[src/rtl/iaaa_pkg.sv]
// Shared definitions for the instruction fetch stage and the microcode sequencer.
package iaaa_pkg;

  localparam int unsigned ADDR_W_DEF  = 8;
  localparam int unsigned INSTR_W_DEF = 12;
  localparam int unsigned OPCODE_W    = 4;

  localparam logic [OPCODE_W-1:0] OP_NOP  = 4'h0;
  localparam logic [OPCODE_W-1:0] OP_END  = 4'h1;
  localparam logic [OPCODE_W-1:0] OP_JMPZ = 4'hF;

  typedef enum logic [1:0] {
    ST_IDLE = 2'd0,
    ST_REQ  = 2'd1,
    ST_DONE = 2'd2
  } fetch_state_e;

endpackage

[src/rtl/instr_fetch_unit_if.sv]
// Instruction memory req/ack bus: fetch unit is master, memory is slave.
interface instr_fetch_unit_if #(
  parameter int unsigned ADDR_W  = 8,
  parameter int unsigned INSTR_W = 12
);
  logic               req;
  logic [ADDR_W-1:0]  addr;
  logic [INSTR_W-1:0] rdata;
  logic               ack;

  modport master (output req, output addr, input rdata, input ack);
  modport slave  (input req, input addr, output rdata, output ack);
endinterface

[src/rtl/instr_fetch_unit_pc_counter.sv]
// Program counter: direct/deferred loads, post-capture increment with wrap, sticky end flag.
module pc_counter
  import iaaa_pkg::*;
#(
  parameter int unsigned       ADDR_W    = ADDR_W_DEF,
  parameter logic [ADDR_W-1:0] LAST_ADDR = '1
) (
  input  logic              clock,
  input  logic              rst_n,
  input  logic              in_req,
  input  logic              pc_load,
  input  logic [ADDR_W-1:0] pc_load_val,
  input  logic              capture,
  input  logic [ADDR_W-1:0] cap_addr,
  output logic [ADDR_W-1:0] pc,
  output logic              y
);

  logic [ADDR_W-1:0] pc_q, pc_d;
  logic [ADDR_W-1:0] pend_q, pend_d;
  logic              pend_vld_q, pend_vld_d;
  logic              y_q, y_d;

  // Next PC: a load seen while a fetch is outstanding is parked until capture
  always_comb begin
    pc_d       = pc_q;
    pend_d     = pend_q;
    pend_vld_d = pend_vld_q;
    y_d        = y_q;
    if (capture) begin
      if (pc_load)                  pc_d = pc_load_val;
      else if (pend_vld_q)          pc_d = pend_q;
      else if (cap_addr == LAST_ADDR) pc_d = '0;
      else                          pc_d = cap_addr + ADDR_W'(1);
      if (cap_addr == LAST_ADDR) y_d = 1'b1;
      pend_vld_d = 1'b0;
    end else if (pc_load) begin
      if (in_req) begin
        pend_d     = pc_load_val;
        pend_vld_d = 1'b1;
      end else begin
        pc_d = pc_load_val;
      end
    end
  end

  // PC state registers
  always_ff @(posedge clock or negedge rst_n) begin
    if (!rst_n) begin
      pc_q       <= '0;
      pend_q     <= '0;
      pend_vld_q <= 1'b0;
      y_q        <= 1'b0;
    end else begin
      pc_q       <= pc_d;
      pend_q     <= pend_d;
      pend_vld_q <= pend_vld_d;
      y_q        <= y_d;
    end
  end

  assign pc = pc_q;
  assign y  = y_q;

endmodule

[src/rtl/instr_fetch_unit.sv]
// Instruction fetch stage: PC ownership, imem req/ack handshake, instruction register.
// Optional ack watchdog enabled by defining FETCH_TIMEOUT_EN.
module instr_fetch_unit
  import iaaa_pkg::*;
#(
  parameter int unsigned       ADDR_W    = ADDR_W_DEF,
  parameter int unsigned       INSTR_W   = INSTR_W_DEF,
  parameter logic [ADDR_W-1:0] LAST_ADDR = ADDR_W'(8'hFF),
  parameter int unsigned       TIMEOUT   = 15
) (
  input  logic                     clock,
  input  logic                     rst_n,
  input  logic                     fetch,
  input  logic                     pc_load,
  input  logic [ADDR_W-1:0]        pc_load_val,
  instr_fetch_unit_if.master       imem,
  output logic [OPCODE_W-1:0]      ir_opcode,
  output logic [INSTR_W-OPCODE_W-1:0] ir_operand,
  output logic                     ir_valid,
  output logic                     busy,
  output logic [ADDR_W-1:0]        pc,
  output logic                     y,
  output logic                     fault
);

  localparam int unsigned OPND_W = INSTR_W - OPCODE_W;

  fetch_state_e          state_q, state_d;
  logic                  req_q, req_d;
  logic [ADDR_W-1:0]     addr_q, addr_d;
  logic [OPCODE_W-1:0]   op_q, op_d;
  logic [OPND_W-1:0]     opnd_q, opnd_d;
  logic                  valid_q, valid_d;
  logic                  busy_q, busy_d;
  logic                  ack_cap, to_cap, capture;

  assign ack_cap = (state_q == ST_REQ) && imem.ack;
  assign capture = ack_cap || to_cap;

`ifdef FETCH_TIMEOUT_EN
  localparam int unsigned CNT_W = $clog2(TIMEOUT + 1);
  logic [CNT_W-1:0] cnt_q, cnt_d;
  logic             fault_q, fault_d;

  // Ack watchdog: counts REQ cycles, restarts from zero on each entry into REQ
  always_comb begin
    cnt_d   = (state_q == ST_REQ) ? cnt_q + CNT_W'(1) : '0;
    to_cap  = (state_q == ST_REQ) && !imem.ack && (cnt_q == CNT_W'(TIMEOUT - 1));
    fault_d = fault_q | to_cap;
  end

  // Watchdog registers
  always_ff @(posedge clock or negedge rst_n) begin
    if (!rst_n) begin
      cnt_q   <= '0;
      fault_q <= 1'b0;
    end else begin
      cnt_q   <= cnt_d;
      fault_q <= fault_d;
    end
  end

  assign fault = fault_q;
`else
  logic [31:0] timeout_unused;
  assign timeout_unused = 32'(TIMEOUT);
  assign to_cap = 1'b0;
  assign fault  = 1'b0;
`endif

  // Fetch FSM next state and registered outputs
  always_comb begin
    state_d = state_q;
    req_d   = req_q;
    addr_d  = addr_q;
    op_d    = op_q;
    opnd_d  = opnd_q;
    valid_d = 1'b0;
    busy_d  = busy_q;
    unique case (state_q)
      ST_IDLE: begin
        if (fetch && !y) begin
          state_d = ST_REQ;
          req_d   = 1'b1;
          busy_d  = 1'b1;
          addr_d  = pc_load ? pc_load_val : pc;
        end
      end
      ST_REQ: begin
        if (capture) begin
          state_d = ST_DONE;
          req_d   = 1'b0;
          busy_d  = 1'b0;
          valid_d = 1'b1;
          if (ack_cap) begin
            op_d   = imem.rdata[INSTR_W-1 -: OPCODE_W];
            opnd_d = imem.rdata[OPND_W-1:0];
          end else begin
            op_d   = OP_NOP;
            opnd_d = '0;
          end
        end
      end
      ST_DONE: state_d = ST_IDLE;
      default: state_d = ST_IDLE;
    endcase
  end

  // Fetch FSM registers
  always_ff @(posedge clock or negedge rst_n) begin
    if (!rst_n) begin
      state_q <= ST_IDLE;
      req_q   <= 1'b0;
      addr_q  <= '0;
      op_q    <= OP_NOP;
      opnd_q  <= '0;
      valid_q <= 1'b0;
      busy_q  <= 1'b0;
    end else begin
      state_q <= state_d;
      req_q   <= req_d;
      addr_q  <= addr_d;
      op_q    <= op_d;
      opnd_q  <= opnd_d;
      valid_q <= valid_d;
      busy_q  <= busy_d;
    end
  end

  pc_counter #(
    .ADDR_W    (ADDR_W),
    .LAST_ADDR (LAST_ADDR)
  ) u_pc_counter (
    .clock       (clock),
    .rst_n       (rst_n),
    .in_req      (state_q == ST_REQ),
    .pc_load     (pc_load),
    .pc_load_val (pc_load_val),
    .capture     (capture),
    .cap_addr    (addr_q),
    .pc          (pc),
    .y           (y)
  );

  assign imem.req   = req_q;
  assign imem.addr  = addr_q;
  assign ir_opcode  = op_q;
  assign ir_operand = opnd_q;
  assign ir_valid   = valid_q;
  assign busy       = busy_q;

endmodule

[src/flat_wrapper.sv]
// flat-port wrapper written by rule: the top's interface ports become plain ports
module instr_fetch_unit_flat import iaaa_pkg::*;
#(
  parameter int unsigned       ADDR_W    = ADDR_W_DEF,
  parameter int unsigned       INSTR_W   = INSTR_W_DEF,
  parameter logic [ADDR_W-1:0] LAST_ADDR = ADDR_W'(8'hFF),
  parameter int unsigned       TIMEOUT   = 15
)
  (clock, rst_n, fetch, pc_load, pc_load_val, ir_opcode, ir_operand, ir_valid, busy, pc, y, fault, imem_req, imem_addr, imem_rdata, imem_ack);
  instr_fetch_unit_if #(.ADDR_W(ADDR_W), .INSTR_W(INSTR_W)) imem_i ();
  input  logic clock;
  input  logic rst_n;
  input  logic fetch;
  input  logic pc_load;
  input  logic [ADDR_W-1:0] pc_load_val;
  output logic [OPCODE_W-1:0] ir_opcode;
  output logic [INSTR_W-OPCODE_W-1:0] ir_operand;
  output logic ir_valid;
  output logic busy;
  output logic [ADDR_W-1:0] pc;
  output logic y;
  output logic fault;
  output wire logic [$bits(imem_i.req)-1:0] imem_req;
  output wire logic [$bits(imem_i.addr)-1:0] imem_addr;
  input wire logic [$bits(imem_i.rdata)-1:0] imem_rdata;
  input wire logic [$bits(imem_i.ack)-1:0] imem_ack;
  assign imem_req = imem_i.req;
  assign imem_addr = imem_i.addr;
  assign imem_i.rdata = imem_rdata;
  assign imem_i.ack = imem_ack;
  instr_fetch_unit #(.ADDR_W(ADDR_W), .INSTR_W(INSTR_W), .LAST_ADDR(LAST_ADDR), .TIMEOUT(TIMEOUT)) u_core (.clock(clock), .rst_n(rst_n), .fetch(fetch), .pc_load(pc_load), .pc_load_val(pc_load_val), .imem(imem_i), .ir_opcode(ir_opcode), .ir_operand(ir_operand), .ir_valid(ir_valid), .busy(busy), .pc(pc), .y(y), .fault(fault));
endmodule
[config.mk]
export PLATFORM = sky130hd
export DESIGN_NAME = instr_fetch_unit_flat
export DESIGN_NICKNAME = d
export VERILOG_FILES = /design/src/rtl/iaaa_pkg.sv /design/src/rtl/instr_fetch_unit_if.sv /design/src/rtl/instr_fetch_unit_pc_counter.sv /design/src/rtl/instr_fetch_unit.sv /design/src/flat_wrapper.sv
export SDC_FILE = /design/constraint.sdc
export NUM_CORES = 1
export LEC_CHECK = 0
export BUFFER_PORTS_ARGS = -buffer_cell sky130_fd_sc_hd__buf_2
export CAP_MARGIN = 20
export CORE_MARGIN = 2
export CORE_UTILIZATION = 42
export DETAILED_ROUTE_END_ITERATION = 10
export GPL_ROUTABILITY_DRIVEN = 0
export PLACE_DENSITY_LB_ADDON = 0.15
export SYNTH_ARGS = -nofsm -noshare
export SYNTH_HDL_FRONTEND = slang
export SYNTH_SLANG_ARGS = --single-unit
[constraint.sdc]
create_clock -name clock -period 3.25 [get_ports clock]
set_input_delay 0.325 -clock clock [delete_from_list [all_inputs] [get_ports clock]]
set_output_delay 0.325 -clock clock [all_outputs]
set_load 0.03 [all_outputs]
# Yosys cells after proc, flatten, opt, wreduce, memory -nomap -nowiden
# Cells that the tools add are included.
[op_classes]
mux = 18
addsub = 1
n_bitwise = 1
eq_ne = 4
n_reduce_logical = 15
[ops]
columns = ["operator", "n"]
rows = [
  ["$mux 8", 7],
  ["$reduce_and 2->1", 6],
  ["$add 8x1->8 const B", 1],
  ["$eq 8x8->1 const B", 1],
  ["$mux 1", 7],
  ["$reduce_and 3->1", 2],
  ["$reduce_bool 2->1", 3],
  ["$mux 2", 2],
  ["$ne 2x1->1 const B", 2],
  ["$pmux 2 s2", 1],
  ["$eq 2x1->1 const B", 1],
  ["$logic_and 1x1->1", 2],
  ["$logic_not 2->1", 1],
  ["$pmux 1 s2", 1],
  ["$logic_not 1->1", 1],
  ["$not 1->1", 1],
]
[word_totals]
reg_bits = 42
elab_cells = 49
out_inout_bits = 33
input_bits = 25

# Longest topological paths before layout
[depth]
word_depth = 5
ltp_mapped = 5
depth_no_buf = 5

# By module
# A second synthesis with hierarchy kept.
[hier_totals]
cells_unflattened = 164
area_unflattened_um2 = 2015.7
[modules_own_cells]
columns = ["mod", "cells_per_inst", "area_each_um2", "n_inst", "seq_area_each_um2"]
rows = [
  ["instr_fetch_unit", 66, 1029.7, 1, 600.6],
  ["pc_counter", 98, 985.9, 1, 450.4],
]

# Worst setup path before layout
# OpenSTA, ideal clock, no wires.
[synth_path]
path_kind = "register to register"
start = "register u_core.addr_q[2], in the netlist u_core.imem.addr[2]"
end = "register u_core.u_pc_counter.pc_q[0], in the netlist u_core.u_pc_counter.pc[0]"
arrival_ps = 1405
path_buffers = 0
period_less_slack_ps = 1535
stages_incl_launch_ff = 5
slack_ps = 1715
setup_time_ps = 131
required_time_ps = 3119
path_cell_list = "dfrtp_1 > and4_1 > a41oi_1 > a221oi_1 > o31ai_1"
[synth_between]
elab_chain_cells = 5
[synth_lines]
columns = ["element", "line", "source"]
rows = [
  ["start, declared", "instr_fetch_unit.sv:30", "logic [ADDR_W-1:0] addr_q, addr_d;"],
  ["start signal, assigned", "instr_fetch_unit.sv:122", "addr_q <= addr_d;"],
  ["$eq 8x8->1", "instr_fetch_unit_pc_counter.sv:33", "else if (cap_addr == LAST_ADDR) pc_d = '0;"],
  ["$mux 8", "instr_fetch_unit_pc_counter.sv:33", ""],
  ["$mux 8", "instr_fetch_unit_pc_counter.sv:32", "else if (pend_vld_q) pc_d = pend_q;"],
  ["$mux 8", "instr_fetch_unit_pc_counter.sv:31", "if (pc_load) pc_d = pc_load_val;"],
  ["$mux 8", "instr_fetch_unit_pc_counter.sv:30", "if (capture) begin"],
  ["end signal, assigned", "instr_fetch_unit_pc_counter.sv:55", "pc_q <= pc_d;"],
  ["end, declared", "instr_fetch_unit_pc_counter.sv:19", "logic [ADDR_W-1:0] pc_q, pc_d;"],
]
# Every way passes these cells.
# A chain may end at the register's enable or synchronous reset.

# Worst setup path after layout
[layout_path]
start = "register u_core.state_q[1]"
end = "register u_core.opnd_q[6], in the netlist u_core.ir_operand[6]"
[layout_between]
elab_chain_cells = 3
[layout_lines]
columns = ["element", "line", "source"]
rows = [
  ["start, declared", "instr_fetch_unit.sv:28", "fetch_state_e state_q, state_d;"],
  ["start signal, assigned", "instr_fetch_unit.sv:120", "state_q <= state_d;"],
  ["$eq 2x1->1 *", "instr_fetch_unit.sv:37, instr_fetch_unit.sv:80", ""],
  ["$logic_and 1x1->1", "instr_fetch_unit.sv:37", "assign ack_cap = (state_q == ST_REQ) && imem.ack;"],
  ["$reduce_and 2->1 (no line) *", "--", ""],
  ["end signal, assigned", "instr_fetch_unit.sv:124", "opnd_q <= opnd_d;"],
  ["end, declared", "instr_fetch_unit.sv:32", "logic [OPND_W-1:0] opnd_q, opnd_d;"],
]
# Mark *: on every way between the ends. The rest lies on a longest branch, timed or not.

==> impl_metrics.py <==
metrics = {
    "run_status": {
        "status": "complete, no violations",
    },
    "critical_path": {
        "slowest_delay_ns": 0.57,
        "cp_num_buf_inv": 1,
        "cp_top_family": "simple AND/OR/NAND/NOR gates",
        "crit_path_cell_trace": "nand3b_1 -> inv_1 -> nand2_1 -> nand2_1",
        "worstPathArrival_ns": 1.99,
        "ff2ff_path_depth": 4,
        "r2r_start": "u_core.state_q[1]",
        "cpMostUsedCell": "nand2_1",
        "crit_type": "reg2reg",
        "worst_ep_required_time_ns": 3.49,
        "critPathCaptureType": "flip-flop",
        "startpoint_type": "flip-flop",
        "cp_slowest_cell": "nand3b_1",
        "reg2reg_slack_ns": 1.49,
        "timing.rr.end": "u_core.ir_operand[6]",
        "path_max_fanout": 18,
    },
    "floorplanning": {
        "start_util": 0.446,
        "die_h_um": 72.7,
        "io_pins": 58,
        "rows": 24,
        "die_x_um": 72.7,
        "die-area_um2": 5280,
        "core-area_um2": 4440,
    },
    "global_routing": {
        "track_usage": 0.181,
        "grt_pass1_vias": 1509,
        "grt_pass1_wl_um": 7310,
        "grt_max_degree": 43,
        "antenna_found_initial": 0,
        "grt.overflow.total": 0,
    },
    "clocking": {
        "cts_tree": "built",
        "cts_resized": 0,
        "clock_latency_ns": 0.29,
        "clock-sinks": 42,
        "clockBufferDepth": 2,
        "htree_levels": 2,
        "postCtsHoldBufs": 0,
        "cts_setup_buffers": 0,
        "cts-root-buf": "clkbuf_8",
        "cts_buffers": 5,
        "clk_pin_slew_ns": 0.08,
    },
    "power": {
        "powerDensity_nw_per_um2": 1100,
        "power_leakage_uw": 0.00120,
        "ir_worst_vdd_mv": 0.532,
    },
    "route": {
        "drc": 0,
        "detail_route.wl_per_cell_um": 14.3,
        "dr_total_vias": 1608,
        "firstDrtPassIters": 4,
        "ant_nets": 0,
        "drt_iter0_markers": 97,
        "routed_wl_um": 4370,
        "via_per_inst": 5.27,
    },
    "timing": {
        "hold_ws_ns": 0.161,
        "finalMaxSlewViolations": 0,
        "min_period_ns": 1.76,
        "slew_headroom": 0.392,
        "period_share": 0.540,
        "fin_skew_ns": 0.00455,
        "setup_viol": 0,
        "hold_viol_final": 0,
        "max_freq_ghz": 0.570,
        "rsz0062_at_grt": "no",
        "worst_pin_slew_ns": 0.911,
        "setup_tns_ns": 0,
    },
    "logic_synthesis": {
        "ys_ff_latch": 42,
        "syn_nets": 223,
        "postSynthCellCount": 197,
        "yosys.cell_types.count": 39,
        "synth_area_um2": 1980,
        "ys.warnings.count": 0,
        "synth-seq-area-share": 0.530,
        "syn_avg_cell_area_um2": 10.1,
    },
    "placed_design": {
        "dpl.hpwl_um": 3130,
        "numPortBuffers": 56,
    },
    "final_layout": {
        "multiInputGateArea_um2": 845,
        "fillCellCount": 419,
        "antenna_cells": 0,
        "ff_latch_area_um2": 1050,
        "layout_common_cells": "buf_2, nand2_1, dfrtp_1",
        "syn_to_final_growth_pct": 20.7,
        "final_common_cell": "buf_2",
        "layout-drive-gt1-share": 0.308,
        "fin_nets": 278,
    },
    "job": {
        "drv_cap": 0,
    },
    "min_path": {
        "hold_path_class": "in2async",
    },
}
-- final cells by class --
class,instances,share of cell area
Sequential cell,42,0.439
Timing Repair Buffer,57,0.120
Clock inverter,3,0.0188
Tap cell,52,0.0272
Inverter,8,0.0126
Multi-Input combinational cell,138,0.353
Clock buffer,5,0.0288
-- kinds of logic (layout without fill, tap and decap cells) --
logic type | count (synthesis) | in the layout | share of synthesized area
AOI/OAI and AO/OA | 36 | 36 | 0.119
DFF | 42 | 42 | 0.530
other | 1 | 1 | 0.00189
adders and majority gates | 1 | 1 | 0.00631
muxes | 19 | 19 | 0.102
buffers and inverters | 17 | 73 | 0.0436
and+or+nand+nor | 77 | 77 | 0.180
xor gates and xnor gates | 4 | 4 | 0.0177
-- stage by stage --
stage	instances	utilization	instance area, um^2	total power [uW]	setup WS [ns]
final	305	0.538	2390	2630	1.49
after CTS	305	0.538	2390	2660	1.44
after global routing	305	0.538	2390	2830	1.26
after floorplan	197	-	1980	1880	1.71
after detailed placement	297	0.513	2280	2240	1.45
after global placement	297	0.513	2280	2220	1.49
-- power by group --
part           switching, uW  leakage (uW)  internal, uW  total, uW
Combinational            807      0.000659           426       1230
Sequential               219      0.000493           768        987
Clock                    183     0.0000504           228        411
Total                   1210       0.00120          1420       2630
-- registers in the layout, summed over array words and instances (netlist names) --
register / flops
u_core.ir_valid: 1
u_core.state_q: 2
u_core.busy: 1
u_core.ir_operand: 8
u_core.ir_opcode: 4
u_core.u_pc_counter.y: 1
u_core.u_pc_counter.pend_vld_q: 1
u_core.u_pc_counter.pend_q: 8
u_core.imem.addr: 8
u_core.u_pc_counter.pc: 8
-- layer usage --
metal / vias up / wire length (um) / global-route usage
met5: - / 0 / 0
met4: 0 / 52 / 0.0617
met3: 5 / 257 / 0.0483
met2: 58 / 2100 / 0.280
met1: 767 / 1960 / 0.248
li1: 778 / - / -
-- cell usage after synthesis --
cell type   n  share of area
or3b_1      1         0.0044
a21oi_1    15          0.038
buf_6       1         0.0057
buf_2       3         0.0076
xor2_1      2         0.0088
mux2i_1    10          0.051
nand4_1     1         0.0032
o21ai_4     1         0.0082
buf_4       3          0.011
inv_1       8          0.015
o21a_1      1         0.0038
o21ai_0     4          0.010
a41oi_1     1         0.0044
o31ai_1     1         0.0038
clkbuf_1    2         0.0038
a31oi_1     1         0.0032
nor4b_2     1         0.0076
a211oi_2    1         0.0063
conb_1      1         0.0019
and4_1      1         0.0044
mux2_2      9          0.051
nand3_1     4          0.010
o21bai_1    1         0.0038
xnor2_1     2         0.0088
nand2b_1    2         0.0063
dfrtp_1    42           0.53
nor2b_1     2         0.0063
nand3b_1    1         0.0038
a21o_1      2         0.0076
nand2_1    44          0.083
and3_1      1         0.0032
a311oi_1    1         0.0044
a221oi_1    2         0.0088
nor2_1     13          0.025
a211oi_1    1         0.0038
ha_1        1         0.0063
o22ai_1     4          0.013
nor3_1      5          0.013
nor2_8      1          0.010
-- worst max-delay path by stage --
stage	slack [ns]	endpoint	startpoint	cells past startpoint
3_3_place_gp	1.49	u_core.u_pc_counter.pc[0]	pc_load	5
6_report	1.49	u_core.ir_operand[6]	u_core.state_q[1]	4
5_1_grt	1.26	u_core.ir_opcode[0]	u_core.state_q[1]	4
2_1_floorplan	1.71	u_core.u_pc_counter.pc[0]	u_core.imem.addr[2]	4
3_5_place_dp	1.45	u_core.ir_operand[4]	u_core.state_q[1]	4
4_1_cts	1.44	u_core.ir_operand[1]	u_core.state_q[1]	4
Note: power is estimated with default switching activity, not from simulation.
